--- src/rtl/pmod_unit.sv ---
// Pmod status LEDs: per-converter WAIT/READY/ERROR indication.
// Blinking blue while waiting, dimmed green when ready, red on error.
module pmod_unit_chan #(
  parameter int TIMEOUT_CYCLES = 0
) (
  input  logic i_clock,
  input  logic i_reset,
  input  logic i_done,
  input  logic i_blink,
  input  logic i_pwm_on,
  output logic o_r,
  output logic o_g,
  output logic o_b
);

  typedef enum logic [1:0] {
    ST_WAIT,
    ST_READY,
    ST_ERROR
  } state_t;

  localparam int TW =
    (TIMEOUT_CYCLES < 2) ? 1 : $clog2(TIMEOUT_CYCLES);
  localparam bit TMO_EN = (TIMEOUT_CYCLES != 0);
  localparam logic [TW-1:0] TMO_LAST =
    TW'(TMO_EN ? TIMEOUT_CYCLES - 1 : 0);

  logic          r_s1;
  logic          r_s2;
  state_t        r_state;
  state_t        w_state;
  logic [TW-1:0] r_tmo;
  logic [TW-1:0] w_tmo;
  logic          r_r;
  logic          r_g;
  logic          r_b;
  logic          w_r;
  logic          w_g;
  logic          w_b;

  // synchroniser, FSM state, timeout counter and LED registers
  always_ff @(posedge i_clock or negedge i_reset) begin
    if (!i_reset) begin
      r_s1    <= 1'b0;
      r_s2    <= 1'b0;
      r_state <= ST_WAIT;
      r_tmo   <= '0;
      r_r     <= 1'b0;
      r_g     <= 1'b0;
      r_b     <= 1'b0;
    end else begin
      r_s1    <= i_done;
      r_s2    <= r_s1;
      r_state <= w_state;
      r_tmo   <= w_tmo;
      r_r     <= w_r;
      r_g     <= w_g;
      r_b     <= w_b;
    end
  end

  // next state and LED colour from the current state
  always_comb begin
    w_state = r_state;
    w_tmo   = r_tmo;
    w_r     = 1'b0;
    w_g     = 1'b0;
    w_b     = 1'b0;
    unique case (r_state)
      ST_WAIT: begin
        w_b = i_blink;
        if (r_s2) begin
          w_state = ST_READY;
        end else if (TMO_EN && r_tmo == TMO_LAST) begin
          w_state = ST_ERROR;
        end else if (TMO_EN) begin
          w_tmo = r_tmo + 1'b1;
        end
      end
      ST_READY: begin
        w_g = i_pwm_on;
        if (!r_s2) w_state = ST_ERROR;
      end
      ST_ERROR: begin
        w_r = i_pwm_on;
      end
      default: begin
        w_state = ST_WAIT;
      end
    endcase
  end

  assign o_r = r_r;
  assign o_g = r_g;
  assign o_b = r_b;

endmodule

module pmod_unit #(
  parameter int BLINK_HALF_CYCLES = 62_500_000,
  parameter int PWM_BITS          = 8,
  parameter int PWM_DUTY          = 64,
  parameter int TIMEOUT_CYCLES    = 0
) (
  input  logic i_clock,
  input  logic i_reset,
  input  logic i_adc_init_done,
  input  logic i_dac_init_done,
  output logic o_led0_r,
  output logic o_led0_g,
  output logic o_led0_b,
  output logic o_led1_r,
  output logic o_led1_g,
  output logic o_led1_b
);

  localparam int BW =
    (BLINK_HALF_CYCLES < 2) ? 1 : $clog2(BLINK_HALF_CYCLES);
  localparam logic [BW-1:0] BLINK_LAST =
    BW'(BLINK_HALF_CYCLES - 1);
  localparam logic [PWM_BITS:0] DUTY =
    (PWM_BITS + 1)'(PWM_DUTY);

  logic [BW-1:0]       r_blink_cnt;
  logic                r_blink_ph;
  logic [PWM_BITS-1:0] r_pwm_cnt;
  logic                w_pwm_on;

  // shared blink half-period timer and free-running PWM counter
  always_ff @(posedge i_clock or negedge i_reset) begin
    if (!i_reset) begin
      r_blink_cnt <= '0;
      r_blink_ph  <= 1'b1;
      r_pwm_cnt   <= '0;
    end else begin
      r_pwm_cnt <= r_pwm_cnt + 1'b1;
      if (r_blink_cnt == BLINK_LAST) begin
        r_blink_cnt <= '0;
        r_blink_ph  <= ~r_blink_ph;
      end else begin
        r_blink_cnt <= r_blink_cnt + 1'b1;
      end
    end
  end

  // extra top bit lets a duty of 2^PWM_BITS mean always on
  assign w_pwm_on = {1'b0, r_pwm_cnt} < DUTY;

  pmod_unit_chan #(
    .TIMEOUT_CYCLES(TIMEOUT_CYCLES)
  ) u_adc (
    .i_clock (i_clock),
    .i_reset (i_reset),
    .i_done  (i_adc_init_done),
    .i_blink (r_blink_ph),
    .i_pwm_on(w_pwm_on),
    .o_r     (o_led0_r),
    .o_g     (o_led0_g),
    .o_b     (o_led0_b)
  );

  pmod_unit_chan #(
    .TIMEOUT_CYCLES(TIMEOUT_CYCLES)
  ) u_dac (
    .i_clock (i_clock),
    .i_reset (i_reset),
    .i_done  (i_dac_init_done),
    .i_blink (r_blink_ph),
    .i_pwm_on(w_pwm_on),
    .o_r     (o_led1_r),
    .o_g     (o_led1_g),
    .o_b     (o_led1_b)
  );

endmodule

--- config.mk ---
export PLATFORM = sky130hd
export DESIGN_NAME = pmod_unit
export DESIGN_NICKNAME = d
export VERILOG_FILES = /design/src/rtl/pmod_unit.sv
export SDC_FILE = /design/constraint.sdc
export NUM_CORES = 1
export LEC_CHECK = 0
export ABC_AREA = 1
export CAP_MARGIN = 25
export CORE_ASPECT_RATIO = 1.25
export CORE_UTILIZATION = 30
export DETAILED_ROUTE_END_ITERATION = 10
export DONT_BUFFER_PORTS = 1
export PLACE_DENSITY = 0.53
export SETUP_SLACK_MARGIN = 0.1
export SYNTH_ARGS = -nofsm -noshare
export SYNTH_HDL_FRONTEND = slang
export SYNTH_SLANG_ARGS = --single-unit
--- constraint.sdc ---
create_clock -name i_clock -period 1.4 [get_ports i_clock]
set_input_delay 0.28 -clock i_clock [delete_from_list [all_inputs] [get_ports i_clock]]
set_output_delay 0.28 -clock i_clock [all_outputs]
set_load 0.005 [all_outputs]
==> flow_summary.ini <==
[outcome]
outcome = finished, violations left
violations = hold timing

[place]
numPlacedInstances = 385
port_buffers = 0
gp_congestion = 0.850
dp_hpwl_mm = 3.42
dp_slack_ns = -0.0145

[floorplanning]
die_area_um2 = 8220
die-height_um = 101
rows = 35
initial_core_util_pct = 31.5
core_um2 = 7490
die_width_um = 81.3
ios = 10

[logic_synthesis]
synthCells = 287
synth.avg_cell_area_um2 = 8.22
synth.distinct_cells = 19
yosys_warnings = 0
synthesis.area_um2 = 2360
yosysSeqAreaShare_pct = 52.0
synth_fp_nets = 293
synth-seq-cells = 49

[finish]
final_core_util_pct = 39.2
finish.net_count = 325
regArea_um2 = 1230
diodes = 0
drive_above_1_share_pct = 25.0
nFillCells = 739
fin_cells = 412
syn2layout_area_growth_pct = 24.6
multi_input_area_um2 = 1130

[grt]
grt_pass1_vias = 1834
grt_use_total_pct = 13.5
grt_pass1_wl_mm = 8.38
grt-ovfl-total = 0
grt_max_degree = 50
antenna_found_initial = 0

[sta]
min_period_ns = 1.37
fmax_mhz = 730
finClkSkew_ns = 0.00664
hold_slack_ns = -0.344
hold_violations = 49
rsz0062_at_grt = yes
setup_slack_ns = 0.0299
fin_crit_sh_pct = 97.9
slew_headroom_pct = 84.9
slew_violations = 0
setup_viol = 0
worstMarginPinSlew_ns = 0.224

[job]
drv_cap = 0

[detailed_routing]
route.detailed.drc = 0
vias_per_cell = 4.39
num_vias = 1808
wl_per_cell_um = 12.1
dr.pass1.iters = 4
drt_iter0_drc = 97
ant_nets = 0
drt-total-wl_mm = 5.00

[clock_network]
clock_insertion_delay_worst_skew_ns = 0.31
cts_tree = built
cts_max_level = 2
postCtsHoldBufs = 2
cts_buffer_depth = 2
path_clk_slew_ns = 0.10
clock-sinks = 49
cts_root_buffer = clkbuf_8
cts_inserted_buffers = 5

[worst_setup_path]
end_kind = register
crit_path_start_kind = register
cp.required_ns = 1.61
arrival_ns = 1.58
path_class = reg2reg
startpoint = r_blink_cnt[1]
crit_fanout = 6
r2r_start = r_blink_cnt[1]

[power_and_ir_drop]
power_frac_seq_pct = 58.1
switchingPower_uw = 619
ir_worst_vdd_mv = 0.626
p_per_area_nw_per_um2 = 922
leakagePower_uw = 0.00144
swShare_pct = 22.9
p_comb_share_pct = 3.1
p_int_uw = 2090
pwr-share-clk_pct = 38.8

[hold_path]
worstHoldPathType = in2async
[worst max-delay path: stages (launching register included)]
cell,delay [ns]
dfrtp_1,0.41
buf_4,0.13
nand2_1,0.08
nor2_4,0.17
nand2_4,0.08
nor2_4,0.19
nand3_1,0.09
nand2_1,0.07
nor2_1,0.04
[sequential cells by signal (all words and copies together), names as in the netlist, 2 cells and up]
name and cells:
r_pwm_cnt 8, u_dac.r_state 2, r_blink_cnt 26, u_adc.r_state 2
[cells by family (layout without fill, tap and decap cells)]
| kind of cell | count (synthesis) | after routing | share of synthesized area, % |
|---|---|---|---|
| DFF | 49 | 49 | 52.0 |
| buffers and inverters | 41 | 73 | 6.52 |
| adders and majority gates | 2 | 2 | 1.06 |
| and+or+nand+nor | 169 | 170 | 31.7 |
| xor gates and xnor gates | 19 | 19 | 7.06 |
| AOI/OAI and AO/OA | 7 | 7 | 1.59 |
[path summary, 6_finish.rpt]
kind	depth (start not counted)	to	slack, ns
worst max register to register	8	r_blink_cnt[23]	0.03
max in group asynchronous	0	r_blink_ph	1.55
worst max-delay path	8	r_blink_cnt[23]	0.03
min in group i_clock	0	u_adc.r_s2	0.36
worst min register to register	0	u_adc.r_s2	0.36
worst min-delay path	0	r_blink_cnt[25]	-0.34
[area by class of cell]
type / instances / area share [%]
clock buffer: 5 / 2.34
inverter: 41 / 5.32
multi-input combinational: 198 / 38.3
clock inverter: 3 / 1.62
sequential: 49 / 41.9
timing repair buffer: 24 / 6.56
tap: 92 / 3.92
[synth_stat cells, drive strengths merged]
master,instances,area [um^2]
a21oi,6,30.0
dfrtp,48,1200
dfstp,1,26.3
ha,2,25.0
inv,41,154
nand2,78,315
nand3,16,80.1
nand3b,3,22.5
nand4,3,18.8
nor2,63,282
nor3,6,30.0
o21bai,1,7.51
xnor2,1,8.76
xor2,18,158
[metrics by stage]
stage	hold WS, ns	setup TNS (ns)	total power (uW)	cell area [um^2]
after global placement	-0.0145	0	1680	2520
after CTS	-0.356	0	2750	2750
final	-0.344	0	2710	2940
after detailed placement	-0.0144	-0.0374	1680	2520
after floorplan	-0.0156	0	1650	2360
after global routing	-0.370	-0.295	2840	2940
[power by group through the flow]
stage / sequential (uW) / combinational (uW) / clock, uW
2_1_floorplan: 1580 / 68.9 / 0
6_report: 1570 / 83.0 / 1050
3_5_place_dp: 1600 / 79.0 / 0
4_1_cts: 1580 / 85.4 / 1090
3_3_place_gp: 1600 / 78.9 / 0
5_1_grt: 1590 / 100 / 1150
[cell usage in the layout, fill, tap and decap left out, drive strengths merged]
master,synthesis,layout
nand4,3,3
a21oi,6,6
clkbuf,0,5
dlygate4sd3,0,2
nand3,16,16
buf,0,22
bufinv,0,1
ha,2,2
nor3,6,6
nor2,63,63
nand3b,3,3
inv,41,43
xnor2,1,1
dfrtp,48,48
nand2,78,79
xor2,18,18
o21bai,1,1
dfstp,1,1
[per-layer routing]
layer  track usage [%]  up-vias  routed length (um)
met5                 0        -                   0
met4              4.81        0                 148
met3              3.33       15                 142
met2              23.3       28                2520
met1              16.1      831                2190
li1                  -      934                   -
[timing repair]
item                                   4_1_cts  5_1_grt
setup endpoints to repair                   23       24
cloned                                       1        0
gates resized for setup                     15       30
pin swaps                                   10       11
buffers inserted                             5       11
endpoints found under the hold margin       51       49
No activity file was read; power rests on OpenSTA's default activity.
==> edit 1: new RTL, same settings <==
Encoding of `state_t`: now one-hot (3 bits for 3 states).
--- a/src/rtl/pmod_unit.sv
+++ b/src/rtl/pmod_unit.sv
@@ -15,6 +15,6 @@
 
-  typedef enum logic [1:0] {
-    ST_WAIT,
-    ST_READY,
-    ST_ERROR
+  typedef enum logic [2:0] {
+    ST_WAIT  = 3'b001,
+    ST_READY = 3'b010,
+    ST_ERROR = 3'b100
   } state_t;
Check against the original RTL: no difference found for any inputs over 10 cycles, from zero or initial values and one cycle with i_reset low; not proved beyond that.
==> edit 1 against the original RTL <==
  * The run still ends with hold timing left
  * Worst setup slack worse by 10 ps
  * Cell area up 8.9%
  * Sequential cell count up 2
  * Worst hold slack worse by 9.9 ps
  * Synthesized area up 3.6%
  * Non-clock buffer count up 21
  * Sequential share of layout area down 1.8 points
  * Wire length up 5.4%
  * Cell count up 9.7%
  * Highest routed layer unchanged
Power is not compared: it rests on default switching activity, and its combinational part moved more than twofold at a synthesized area within 25%.
==> edit 1: results (changes against the original RTL) <==
| Parameter | This run | vs unedited |
| --- | --- | --- |
| Overall fraction of global-route tracks in use | 13.7% | was 13.5% |
| Top cells by area in the synthesized netlist | sky130_fd_sc_hd__dfrtp_1, sky130_fd_sc_hd__nand2_1, sky130_fd_sc_hd__nor2_1 | unchanged |
| Largest incremental delay on the critical path | 430 ps | was 410 ps |
| Number of diodes | 0 | unchanged |
| Final-stage net count | 362 | was 325 |
| Hold violation total from the final report | 51 | was 49 |
| Cell with the largest stage delay on the worst path | sky130_fd_sc_hd__dfrtp_1 | unchanged |
| Violated checks | hold timing | unchanged |
| Data arrival at the endpoint of the critical path | 1580 ps | about the same |
| Clock slew seen by the registers of the worst setup and hold paths | 100 ps | about the same |
| Result of the run | finished with violations | unchanged |
| Fraction of power spent switching nets | 26.0% |  |
| DP Wirelength | 3.77 mm | was 3.42 mm |
| Hold crit path type | input pin to asynchronous set/reset pin | unchanged |
| Count of distinct cell types in the synthesized netlist | 21 | was 19 |
| Post-synth net total | 310 | was 293 |
| Share of synthesized area occupied by flip-flops and latches | 52.4% | was 52.0% |
| Ys Warns | 0 | unchanged |
| Largest fanout of any net on the critical path | 7 | was 6 |
| Longest Clk Path Bufs | 2 | unchanged |
| DR WL/cell | 11.7 microns | was 12.1 microns |
| Number of global-route vias before repair | 1935 | was 1834 |
| Fraction of layout instances using a drive strength above 1 | 30.5% | was 25.0% |
| Placer's final routability congestion estimate | 0.841 | was 0.850 |
| Number of vias in the routed layout | 2014 | was 1808 |
| Cell at the root of the clock tree | sky130_fd_sc_hd__clkbuf_8 | unchanged |
| DRT iter0 DRCs | 69 | was 97 |
| First-pass GRT wire length | 8.69 mm | was 8.38 mm |
| Synth top cells by count | sky130_fd_sc_hd__nand2_1, sky130_fd_sc_hd__nor2_1, sky130_fd_sc_hd__dfrtp_1, sky130_fd_sc_hd__inv_1, sky130_fd_sc_hd__nand3_1 | was sky130_fd_sc_hd__nand2_1, sky130_fd_sc_hd__nor2_1, sky130_fd_sc_hd__dfrtp_1, sky130_fd_sc_hd__inv_1, sky130_fd_sc_hd__xor2_1 |
| Max transition margin | 84.7% | was 84.9% |
| Post-Route Skew | 10.7 ps | was 6.64 ps |
| Hold bufs inserted after CTS | 2 | unchanged |
| Worst-case vdd ir drop | 0.587 mV |  |
| Tightest hold margin | -354 ps | was -344 ps |
| Pin count of the biggest net entering global routing | 52 | was 50 |
==> edit 1: critical path, delay by kind of cell (launching register included) <==
| kind | cells | cell delay (ps) |
|---|---|---|
| buffers and inverters | 1 | 90 |
| AND/OR/NAND/NOR | 6 | 740 |
| flip-flops | 1 | 430 |
==> edit 1: power groups by stage <==
stage	Sequential (mW)	Combinational, mW	Clock (mW)
6_report	1.64	0.197	0.908
5_1_grt	1.65	0.231	1.01
4_1_cts	1.64	0.199	0.946
3_5_place_dp	1.67	0.195	0
3_3_place_gp	1.66	0.185	0
2_1_floorplan	1.66	0.159	0
==> edit 1: cells by family after synthesis <==
kind of cell	Yosys count	share of synthesized area [%]
AOI/OAI and AO/OA	12	2.72
xor gates and xnor gates	15	5.38
adders and majority gates	2	1.02
buffers and inverters	45	7.22
DFF	51	52.4
and+or+nand+nor	179	31.2
==> edit 1: worst paths after layout <==
path,slack (ps),from,to,cells after the start
worst max-delay path,20,r_blink_cnt[16]$_DFF_PN0_,r_blink_cnt[5]$_DFF_PN0_,7
worst min-delay path,-350,i_reset,r_blink_cnt[25]$_DFF_PN0_,0
worst max register to register,20,r_blink_cnt[16]$_DFF_PN0_,r_blink_cnt[5]$_DFF_PN0_,7
worst min register to register,360,u_adc.r_s1$_DFF_PN0_,u_adc.r_s2$_DFF_PN0_,0
max in group asynchronous,1540,i_reset,u_adc.r_state[0]$_DFFE_PN1P_,0
min in group i_clock,360,u_adc.r_s1$_DFF_PN0_,u_adc.r_s2$_DFF_PN0_,0
==> edit 1: layer usage <==
metal,wire length [microns],GRT usage (%),vias to the layer above
li1,-,-,1036
met1,2350,16.4,942
met2,2660,23.7,24
met3,108,2.74,12
met4,150,5.97,0
met5,0,0,-
==> edit 1: what timing repair did <==
action | 4_1_cts | 5_1_grt
buffers inserted | 4 | 5
gates resized for setup | 20 | 38
pin swaps | 8 | 19
cloned | 1 | 0
endpoints found under the setup margin | 22 | 25
hold endpoints to repair | 53 | 51
==> edit 1: metrics by stage <==
stage / cells / setup TNS, ps / instance area [sq um] / worst slack [ps] / power [mW]
floorplan: 304 / 0 / 2450 / 90.2 / 1.82
global placement: 432 / -200 / 2810 / -59.9 / 1.85
detailed placement: 432 / -568 / 2810 / -87.4 / 1.86
CTS: 447 / 0 / 3030 / 5.90 / 2.78
global route: 452 / -628 / 3200 / -54.0 / 2.89
finish: 452 / 0 / 3200 / 19.7 / 2.74
==> edit 1: final cells by class <==
type                            count  area (sq um)
Fill cell                         825          4640
Sequential cell                    51          1280
Timing Repair Buffer               45           347
Multi-Input combinational cell    209          1190
Tap cell                           95           119
Clock inverter                      3          26.3
Clock buffer                        5          68.8
Inverter                           44           168
==> edit 2: new RTL, same flow settings <==
Made on the original files. Set the parameter `BLINK_HALF_CYCLES` to 125_000_000 (it was 62_500_000).
--- a/src/rtl/pmod_unit.sv
+++ b/src/rtl/pmod_unit.sv
@@ -99,3 +99,3 @@
 module pmod_unit #(
-  parameter int BLINK_HALF_CYCLES = 62_500_000,
+  parameter int BLINK_HALF_CYCLES = 125_000_000,
   parameter int PWM_BITS          = 8,
Function: same outputs for any inputs over 10 cycles, from zero or initial values and one cycle with i_reset low; that may be too few to reach the edited logic, so the function may still have changed.
==> edit 2 against the original RTL <==
  * The run ends with hold timing, setup timing left
  * Worst hold slack got worse by 12 ps
  * Cell area down 1.3%
  * Worst setup slack lost 43 ps
  * Cell count increased by 2.9%
  * Synthesized area up 3.2%
  * Total power down 4.5%
  * Sequential cell count rose by 1
  * Count of clock-buffer cells in the layout is the same
  * Critical path type unchanged
  * Sequential share of layout area is 1.5 points higher
  * Wire length about the same
  * Maximum frequency is 3.0% lower
==> edit 2: results (changes against the original RTL) <==
| Parameter | This run | vs unedited |
| --- | --- | --- |
| Result of the run | finished with violations | unchanged |
| Violated checks | hold timing, setup timing | was hold timing |
| DRT iter0 DRCs | 139 | was 97 |
| Startpoint of the most critical setup path | r_blink_cnt[0]$_DFF_PN0_ | was r_blink_cnt[1]$_DFF_PN0_ |
| Area post-placement | 0.00268 sq mm | was 0.00252 sq mm |
| Tightest hold margin | -355 ps | was -344 ps |
| Number of global-route vias before repair | 1782 | was 1834 |
| DP Wirelength | 3.56 mm | was 3.42 mm |
| Registers with the highest flip-flop counts | r_blink_cnt: 27 flops, r_pwm_cnt: 8 flops | was r_blink_cnt: 26 flops, r_pwm_cnt: 8 flops |
| Setup ws final | -12.9 ps | was 29.9 ps |
| Count of distinct cell types in the synthesized netlist | 21 | was 19 |
| Top cells by area in the synthesized netlist | sky130_fd_sc_hd__dfrtp_1, sky130_fd_sc_hd__nand2_1, sky130_fd_sc_hd__nor2_1 | unchanged |
| Final setup violating endpoints | 6 | was 0 |
| Overall fraction of global-route tracks in use | 12.9% | was 13.5% |
| Hold violation total from the final report | 50 | was 49 |
| First-pass GRT wire length | 8.32 mm | was 8.38 mm |
| Worst-case vdd ir drop | 0.560 mV | was 0.626 mV |
| Met2 demand-to-capacity share in global routing | 21.6% | was 23.3% |
| Met3 WL post-DR | 67 microns | was 142 microns |
| Final-stage net count | 334 | was 325 |
| Cell Count Post-Placement | 406 | was 385 |
| Average size of a mapped cell | 8.25 sq um | was 8.22 sq um |
| LEAKAGE | 1.42 nW | was 1.44 nW |
| Data arrival at the endpoint of the critical path | 1610 ps | was 1580 ps |
| Pin count of the biggest net entering global routing | 51 | was 50 |
| Cell Count, Final, Fillers Out | 424 | was 412 |
[edit 2: layout make-up]
cell class | count | area (sq um)
clock buffer | 5 | 68.8
tap | 95 | 119
clock inverter | 3 | 26.3
multi-input combinational | 207 | 1080
inverter | 39 | 151
fill | 795 | 4940
timing repair buffer | 25 | 193
sequential | 50 | 1260
[edit 2: repair_timing]
item / CTS / global route
endpoints found under the hold margin: 52 / 50
gates cloned: 0 / 1
setup buffers: 2 / 5
resized for setup: 4 / 16
setup endpoints to repair: 19 / 25
pin swaps: 1 / 4
[edit 2: logic make-up (layout without fill, tap and decap cells)]
logic type	count (synthesis)	after routing	share of synthesized area, %
and+or+nand+nor	179	180	33.5
DFF	50	50	51.4
buffers and inverters	39	72	6.22
xor gates and xnor gates	17	17	6.12
AOI/OAI and AO/OA	8	8	1.75
adders and majority gates	2	2	1.03
[edit 2: power by group]
group,switching [mW],internal (mW)
sequential,0.0671,1.53
clock,0.539,0.369
combinational,0.0397,0.0426
